--- src/rtl/ex_div_pkg.sv ---
// Shared constants for the EX-stage restoring divider: FSM codes, handshake
// levels and the ALU opcodes that start a divide.
package ex_div_pkg;

  localparam logic [1:0] DivFree   = 2'b00;
  localparam logic [1:0] DivByZero = 2'b01;
  localparam logic [1:0] DivOn     = 2'b10;
  localparam logic [1:0] DivEnd    = 2'b11;

  localparam logic DivResultReady    = 1'b1;
  localparam logic DivResultNotReady = 1'b0;
  localparam logic DivStart          = 1'b1;
  localparam logic DivStop           = 1'b0;

  localparam logic [7:0] EXE_DIV_OP  = 8'b0001_1010;
  localparam logic [7:0] EXE_DIVU_OP = 8'b0001_1011;

  localparam int DoubleRegBus = 64;

endpackage

--- src/rtl/ex_div.sv ---
// Multi-cycle restoring divider for the EX stage, one quotient bit per clock.
// Optional by_zero_o flag enabled with macro EX_DIV_BYZERO_FLAG_EN.
module ex_div
  import ex_div_pkg::*;
#(
  parameter int DATA_W = 32,
  parameter int CNT_W  = 6
) (
  input  logic                clk,
  input  logic                rst,
  input  logic                signed_div_i,
  input  logic [DATA_W-1:0]   opdata1_i,
  input  logic [DATA_W-1:0]   opdata2_i,
  input  logic                start_i,
  input  logic                annul_i,
  output logic [2*DATA_W-1:0] result_o,
`ifdef EX_DIV_BYZERO_FLAG_EN
  output logic                by_zero_o,
`endif
  output logic                ready_o
);

  logic [1:0]        r_state;
  logic [CNT_W-1:0]  r_cnt;
  logic [2*DATA_W:0] r_work;
  logic [DATA_W-1:0] r_divisor;
  logic              r_signed;
  logic              r_neg1;
  logic              r_neg2;
  logic              r_by_zero;

  logic [DATA_W-1:0] w_abs1;
  logic [DATA_W-1:0] w_abs2;
  logic [DATA_W:0]   w_diff;
  logic [DATA_W-1:0] w_quo;
  logic [DATA_W-1:0] w_rem;

  assign w_abs1 = (signed_div_i && opdata1_i[DATA_W-1]) ? -opdata1_i : opdata1_i;
  assign w_abs2 = (signed_div_i && opdata2_i[DATA_W-1]) ? -opdata2_i : opdata2_i;

  // Partial remainder window is 33 bits wide: a shifted remainder of an
  // unsigned 32-bit divisor can need the extra bit.
  assign w_diff = r_work[2*DATA_W:DATA_W] - {1'b0, r_divisor};

  assign w_quo = (r_signed && (r_neg1 ^ r_neg2)) ? -r_work[DATA_W-1:0] : r_work[DATA_W-1:0];
  assign w_rem = (r_signed && r_neg1) ? -r_work[2*DATA_W:DATA_W+1] : r_work[2*DATA_W:DATA_W+1];

`ifdef EX_DIV_BYZERO_FLAG_EN
  assign by_zero_o = r_by_zero;
`endif

  always_ff @(posedge clk) begin
    if (rst) begin
      r_state   <= DivFree;
      r_cnt     <= '0;
      r_work    <= '0;
      r_divisor <= '0;
      r_signed  <= 1'b0;
      r_neg1    <= 1'b0;
      r_neg2    <= 1'b0;
      r_by_zero <= 1'b0;
      result_o  <= '0;
      ready_o   <= DivResultNotReady;
    end else begin
      case (r_state)
        DivFree: begin
          if (start_i == DivStart && !annul_i) begin
            if (opdata2_i == '0) begin
              r_state <= DivByZero;
            end else begin
              r_state   <= DivOn;
              r_cnt     <= '0;
              r_work    <= {{DATA_W{1'b0}}, w_abs1, 1'b0};
              r_divisor <= w_abs2;
              r_signed  <= signed_div_i;
              r_neg1    <= signed_div_i & opdata1_i[DATA_W-1];
              r_neg2    <= signed_div_i & opdata2_i[DATA_W-1];
            end
          end
        end
        DivByZero: begin
          if (annul_i) begin
            r_state <= DivFree;
          end else begin
            r_state   <= DivEnd;
            r_work    <= '0;
            r_by_zero <= 1'b1;
            result_o  <= '0;
            ready_o   <= DivResultReady;
          end
        end
        DivOn: begin
          if (annul_i) begin
            r_state <= DivFree;
          end else if (r_cnt != CNT_W'(DATA_W)) begin
            if (w_diff[DATA_W])
              r_work <= {r_work[2*DATA_W-1:0], 1'b0};
            else
              r_work <= {w_diff[DATA_W-1:0], r_work[DATA_W-1:0], 1'b1};
            r_cnt <= r_cnt + CNT_W'(1);
          end else begin
            r_state  <= DivEnd;
            result_o <= {w_rem, w_quo};
            ready_o  <= DivResultReady;
          end
        end
        DivEnd: begin
          // EX keeps start_i high while stalled, so the result must hold.
          if (annul_i || start_i == DivStop) begin
            r_state   <= DivFree;
            r_by_zero <= 1'b0;
            result_o  <= '0;
            ready_o   <= DivResultNotReady;
          end
        end
        default: r_state <= DivFree;
      endcase
    end
  end

endmodule

--- config.mk ---
export PLATFORM = sky130hd
export DESIGN_NAME = ex_div
export DESIGN_NICKNAME = d
export VERILOG_FILES = /design/src/rtl/ex_div_pkg.sv /design/src/rtl/ex_div.sv
export SDC_FILE = /design/constraint.sdc
export NUM_CORES = 1
export LEC_CHECK = 0
export ABC_AREA = 1
export ABC_CLOCK_PERIOD_IN_PS = 2200
export BUFFER_PORTS_ARGS = -buffer_cell sky130_fd_sc_hd__buf_4
export CORE_ASPECT_RATIO = 1.75
export CORE_MARGIN = 10
export CORE_UTILIZATION = 35
export DETAILED_ROUTE_END_ITERATION = 12
export PLACE_DENSITY = 0.54
export SLEW_MARGIN = 0
export SYNTH_ARGS = -nofsm -noshare
export SYNTH_HDL_FRONTEND = slang
export SYNTH_SLANG_ARGS = --single-unit
export TNS_END_PERCENT = 50
--- constraint.sdc ---
create_clock -name clk -period 2.2 [get_ports clk]
set_input_delay 0.44 -clock clk [delete_from_list [all_inputs] [get_ports clk]]
set_output_delay 0.44 -clock clk [all_outputs]
set_load 0.005 [all_outputs]
### Word level (Yosys, flattened, before mapping)

Cells that the tools add are included.

| storage, ports and cells | value |
|---|---|
| output and inout port bits | 65 |
| word-level logic and storage cells | 82 |
| flip-flop bits (word level) | 173 |
| input port bits | 69 |

| operators by class | value |
|---|---|
| eq/ne operators | 12 |
| reductions and logical operators | 17 |
| bitwise logic cells | 5 |
| $add $sub $neg | 6 |
| multiplexer cells | 33 |

Operator list:

| cell | number |
|---|---|
| 65-bit 2-to-1 mux | 6 |
| 64-bit 2-to-1 mux | 4 |
| 65-bit case mux with 3 select lines | 1 |
| 64-bit case mux with 3 select lines | 1 |
| 32-bit 2-to-1 mux | 4 |
| 32-bit negation | 4 |
| 33-bit by 32-bit subtractor with 33-bit output | 1 |
| 32-bit zero test | 1 |
| 6-bit 2-to-1 mux | 4 |
| 2-bit != test, second input constant | 7 |
| 2-bit 2-to-1 mux | 6 |
| 6-bit case mux with 2 select lines | 1 |
| 5-bit AND reduction | 2 |
| 2-bit case mux with 4 select lines | 1 |
| 6-bit by 1-bit adder with 6-bit output, second input constant | 1 |
| 6-bit != test, second input constant | 1 |
| 3-bit AND reduction | 2 |
| 6-bit AND reduction | 1 |
| 3-bit nonzero test | 2 |
| 1-bit logical AND | 5 |
| 2-bit == test, second input constant | 2 |
| 1-bit 2-to-1 mux | 4 |
| 3-bit != test, second input constant | 1 |
| 1-bit case mux with 3 select lines | 1 |
| 8 further kinds | 10 |

### Depth between registers and ports, before layout

| depth | value |
|---|---|
| depth after elaboration | 6 |
| mapped depth | 18 |
| mapped depth without buffers | 17 |

### Least setup slack after synthesis

OpenSTA, ideal clock, no wires.

| timing path | value |
|---|---|
| path kind | register to register |
| from | register r_work[32] |
| to | register r_work[60] |
| buffers on the path | 1 |
| library setup time | 0.142 ns |
| required time | 2.058 ns |
| arrival time | 2.078 ns |
| stages on the path, launching flop included | 19 |
| slack | -0.020 ns |
| clock period less this slack | 2.220 ns |
| cells stage by stage | dfxtp_1 -> inv_1 -> ha_1 -> fa_1 -> inv_1 -> nand2_1 -> nand2_1 -> nand3_2 -> nand2_4 -> nand2_4 -> nand2_4 -> nand2_4 -> nand2_4 -> nand2_4 -> nand2_4 -> buf_12 -> nand2_4 -> nand3_2 -> a21oi_2 |

| between the ends | value |
|---|---|
| longest elaborated chain between the ends | 5 |

RTL lines:

| element | RTL line | RTL |
|---|---|---|
| from (decl) | ex_div.sv:25 | `logic [2*DATA_W:0] r_work;` |
| from (signal assigned) | ex_div.sv:73 | `r_work <= {{DATA_W{1'b0}}, w_abs1, 1'b0};` |
| from (signal assigned) | ex_div.sv:97 | `r_work <= {r_work[2*DATA_W-1:0], 1'b0};` |
| from (signal assigned) | ex_div.sv:99 | `r_work <= {w_diff[DATA_W-1:0], r_work[DATA_W-1:0], 1'b1};` |
| 33-bit by 32-bit subtractor with 33-bit output | ex_div.sv:43 | `assign w_diff = r_work[2*DATA_W:DATA_W] - {1'b0, r_divisor};` |
| 65-bit 2-to-1 mux | ex_div.sv:96 | `if (w_diff[DATA_W])` |
| 65-bit 2-to-1 mux | ex_div.sv:95 | `end else if (r_cnt != CNT_W'(DATA_W)) begin` |
| 65-bit 2-to-1 mux | ex_div.sv:93 | `if (annul_i) begin` |
| 65-bit case mux with 3 select lines | ex_div.sv:65 | `case (r_state)` |

No other way between the ends. The select of a mux whose other input is x is not followed.
A chain may end at the register's enable or synchronous reset.

### Final worst setup path

| timing path | value |
|---|---|
| from | register r_divisor[26] |
| to | register r_work[62] |

| between the ends | value |
|---|---|
| longest elaborated chain between the ends | 5 |

RTL lines:

| element | RTL line | RTL |
|---|---|---|
| from (decl) | ex_div.sv:26 | `logic [DATA_W-1:0] r_divisor;` |
| from (signal assigned) | ex_div.sv:74 | `r_divisor <= w_abs2;` |
| 33-bit by 32-bit subtractor with 33-bit output | ex_div.sv:43 |  |
| 65-bit 2-to-1 mux | ex_div.sv:96 |  |
| 65-bit 2-to-1 mux | ex_div.sv:95 |  |
| 65-bit 2-to-1 mux | ex_div.sv:93 |  |
| 65-bit case mux with 3 select lines | ex_div.sv:65 |  |

No other way between the ends. The select of a mux whose other input is x is not followed.

==> impl_results.md <==
* CTS Root Cell: clkbuf_16
* Leak at between 8 and 9 nW
* Peak supply drop at between 0.6 and 0.7 mV
* Async S/R FF share, synth at 0%
* Core ar. at 37800 um2
* Final Net Count at 2692
* R2R depth at 16
* XOR/XNOR Fraction of Synth Area at 3.39%
* Number of vias per cell at 5.11
* Via count at 15700
* Status: finished with violations
* Post-synthesis mux area share at 0%
* Clock-pin slew on the worst setup and hold paths at approximately 80 ps
* Number of global-route vias before repair at around 16000
* Ports at 134
* FMAX at 436 MHz
* Final WS setup at -95.8 ps
* Hold depth at 2
* Post-synth cell types at 49
* Hold EP: r_divisor[31]
* PD cells at 906 nW/um2
* Syn Area/Cell at 6.00 um2
* Synth-to-Final Area Change at 36.2%
* Routed wire length at 57800 um
* Antenna cell count at 0
* Synth Area in Adders at 4.15%
* DRC at 0
* HPWL after detailed placement at around 46000 um
* Clk_skew at roughly 11 ps
* Worst hold margin at 245 ps
* Synth Net Count at ~2400
* Hold buffers post-CTS at 0
* Reg2reg setup slack at -100 ps
* Failing checks: setup timing
* Post-Synthesis Cells at between 2000 and 2500
* Slew HR at 48.2%
* EDFF count, synth at 0
* CTS tree: yes
* Number of fill cells at 3954
* Cell Area, Synth at 13400 um2
* Max-slew violations at 0
* Worst r2r src: r_divisor[26]
* Met2 usage at 46.7%
* Compound-Gate Fraction of Synth Area at around 15%
* Final Cell Area at 18300 um2
* Longest Clk Path Bufs at 2
* DRT Pass-1 Iters at 5
* Die Ht at 279 um
* Post-layout util at 48.5%
* Hold Crit Class: in -> reg
* DR iter-0 viols at 781
* Worst-Margin Slew at 776 ps
* Global-route wire length before repair at 86900 um
* GR Layer Usage met1 at 21.0%
* Largest family of logic cells by synthesized area: simple AND/OR/NAND/NOR gates
* Port Buffer Count at 133
* Grt ovf at 0
* HP Start: signed_div_i
* Die Area at 47000 um2
* Post-Synth Simple-Gate Area at 40.4%
* Most common cell after layout, fill and taps aside: nand2_1
* Most frequent cells in the layout: nand2_1 (621), buf_4 (369), inv_1 (272)
* Row count at 94
* Placed cell areas at 16700 um2
* Post-route minimum period at 2300 ps
* GRT met3 Usage at 2.84%
* Clock sink count at 173
* Seq/Total Area, Yosys at 25.8%
* Critical Path AT at 2690 ps
* Worst-Skew Late Latency at about 460 ps
* Chip width at 168 um
* WL/cell at 18.8 um
* Depth of the CTS H-tree at 4
* Synth warn at 0
* Largest fanout on the critical path at 7
* Final Hold Vio Count at 0
* R2R Path End: r_work[62]
* Crit start category: flop
* RSZ-0062 raised after global routing: true
* Flops & latches, synth at 173
* Post-DRT Antenna Nets at 0
* MaxCap Viol Count at 0
* GRT Max-Usage Layer: met2
* Top FF cell, synth: dfxtp_1
* Total negative slack at -1860 ps
* Largest net degree at the start of global routing at 130
* Crit end category: flop
* CTS buffer count at 17
* Final worst-path cycle share at 104%
* WS Path Type: reg -> reg
* Final setup fails at 31
* Placer Congestion at 1.01
* Initial Util at 35.6%
* Share of layout cells above drive strength 1 at 25.5%
* Initial antenna violation count at 0
* CP required at 2590 ps
* All-Layer GR Usage at 23.7%
## cells in the mapped netlist, types with 6 or more instances
cell type	count	share of area (%)
buf_2	18	0.67
nand4_1	34	1.6
nand3_1	235	8.7
nand2_1	657	18
nor3_1	28	1.0
o21bai_1	6	0.34
clkbuf_1	49	1.4
inv_2	14	0.39
o21ai_0	111	4.1
nand2_4	20	1.7
nor2_1	175	4.9
xnor2_1	14	0.91
xor2_1	38	2.5
o22ai_1	9	0.42
nand3b_1	18	1.0
nand3_2	14	1.0
inv_1	290	8.1
and2_1	6	0.28
ha_1	43	4.0
a21oi_2	10	0.65
a21oi_1	200	7.4
nor3_2	6	0.45
a31oi_1	9	0.42
dfxtp_1	173	26
## metrics by stage
stage / power (mW) / setup slack (ps) / std cells
detailed placement: 12.5 / -414 / 3019
global route: 17.6 / -190 / 3072
global placement: 12.4 / -418 / 3019
CTS: 16.0 / -126 / 3060
finish: 16.6 / -95.8 / 3072
floorplan: 8.85 / 19.8 / 2239
## worst max path at each step
| stage | start | depth (start not counted) | end |
|---|---|---|---|
| after global placement | r_divisor[19] | 13 | r_work[53] |
| after floorplan | r_work[32] | 18 | r_work[60] |
| after global routing | r_work[32] | 17 | r_work[56] |
| after detailed placement | r_divisor[19] | 13 | r_work[53] |
| final | r_divisor[26] | 16 | r_work[62] |
| after CTS | r_work[32] | 17 | r_work[51] |
## timing repair
action,4_1_cts,5_1_grt
gates cloned,3,3
endpoints found under the setup margin,43,91
buffers inserted,6,10
pin swaps,13,18
resized for setup,68,120
## sequential cells by signal (all words and copies together), names as in the netlist
| signal | count |
|---|---|
| r_cnt | 6 |
| r_signed | 1 |
| r_divisor | 32 |
| r_state | 2 |
| ready_o | 1 |
| result_o | 64 |
| r_neg2 | 1 |
| r_work | 65 |
| r_neg1 | 1 |
## kinds of logic (layout without fill, tap and decap cells)
kind of cell,count (synthesis),after routing
and+or+nand+nor,1217,1220
buffers and inverters,385,735
DFF,173,173
adders and majority gates,44,44
xor gates and xnor gates,52,52
AOI/OAI and AO/OA,368,368
## critical path: stages (launching register included)
cell and delay (ps):
dfxtp_2 330, inv_2 150, ha_1 280, nand2_1 80
inv_2 50, nand2_2 60, inv_2 50, nand2_4 80
inv_1 70, a21oi_4 170, buf_12 140, buf_4 110
nand3_4 130, buf_6 190, nand3_1 110, nand3_2 90
a21oi_2 140
## layer usage
layer	vias up	wire length (um)
met5	-	0
met4	0	4700
met3	146	1510
met2	383	32300
met1	7244	19300
li1	7917	-
## power breakdown
part | leakage (nW) | internal [mW] | switching, mW | total (mW)
Sequential | 1.41 | 3.56 | 0.579 | 4.14
Clock | 0.295 | 1.76 | 1.43 | 3.20
Combinational | 7.07 | 3.38 | 5.88 | 9.26
Total | 8.78 | 8.70 | 7.89 | 16.6
## cell type report
cell class                 count  area (um2)  share of cell area [%]
multi-input combinational   1684        9250                    50.5
sequential                   173        3470                    19.0
timing repair buffer         397        3230                    17.6
inverter                     306        1150                    6.29
tap                          480         601                    3.28
clock buffer                  20         457                    2.49
clock inverter                12         149                   0.813
Note: power is estimated with default switching activity, not from simulation.
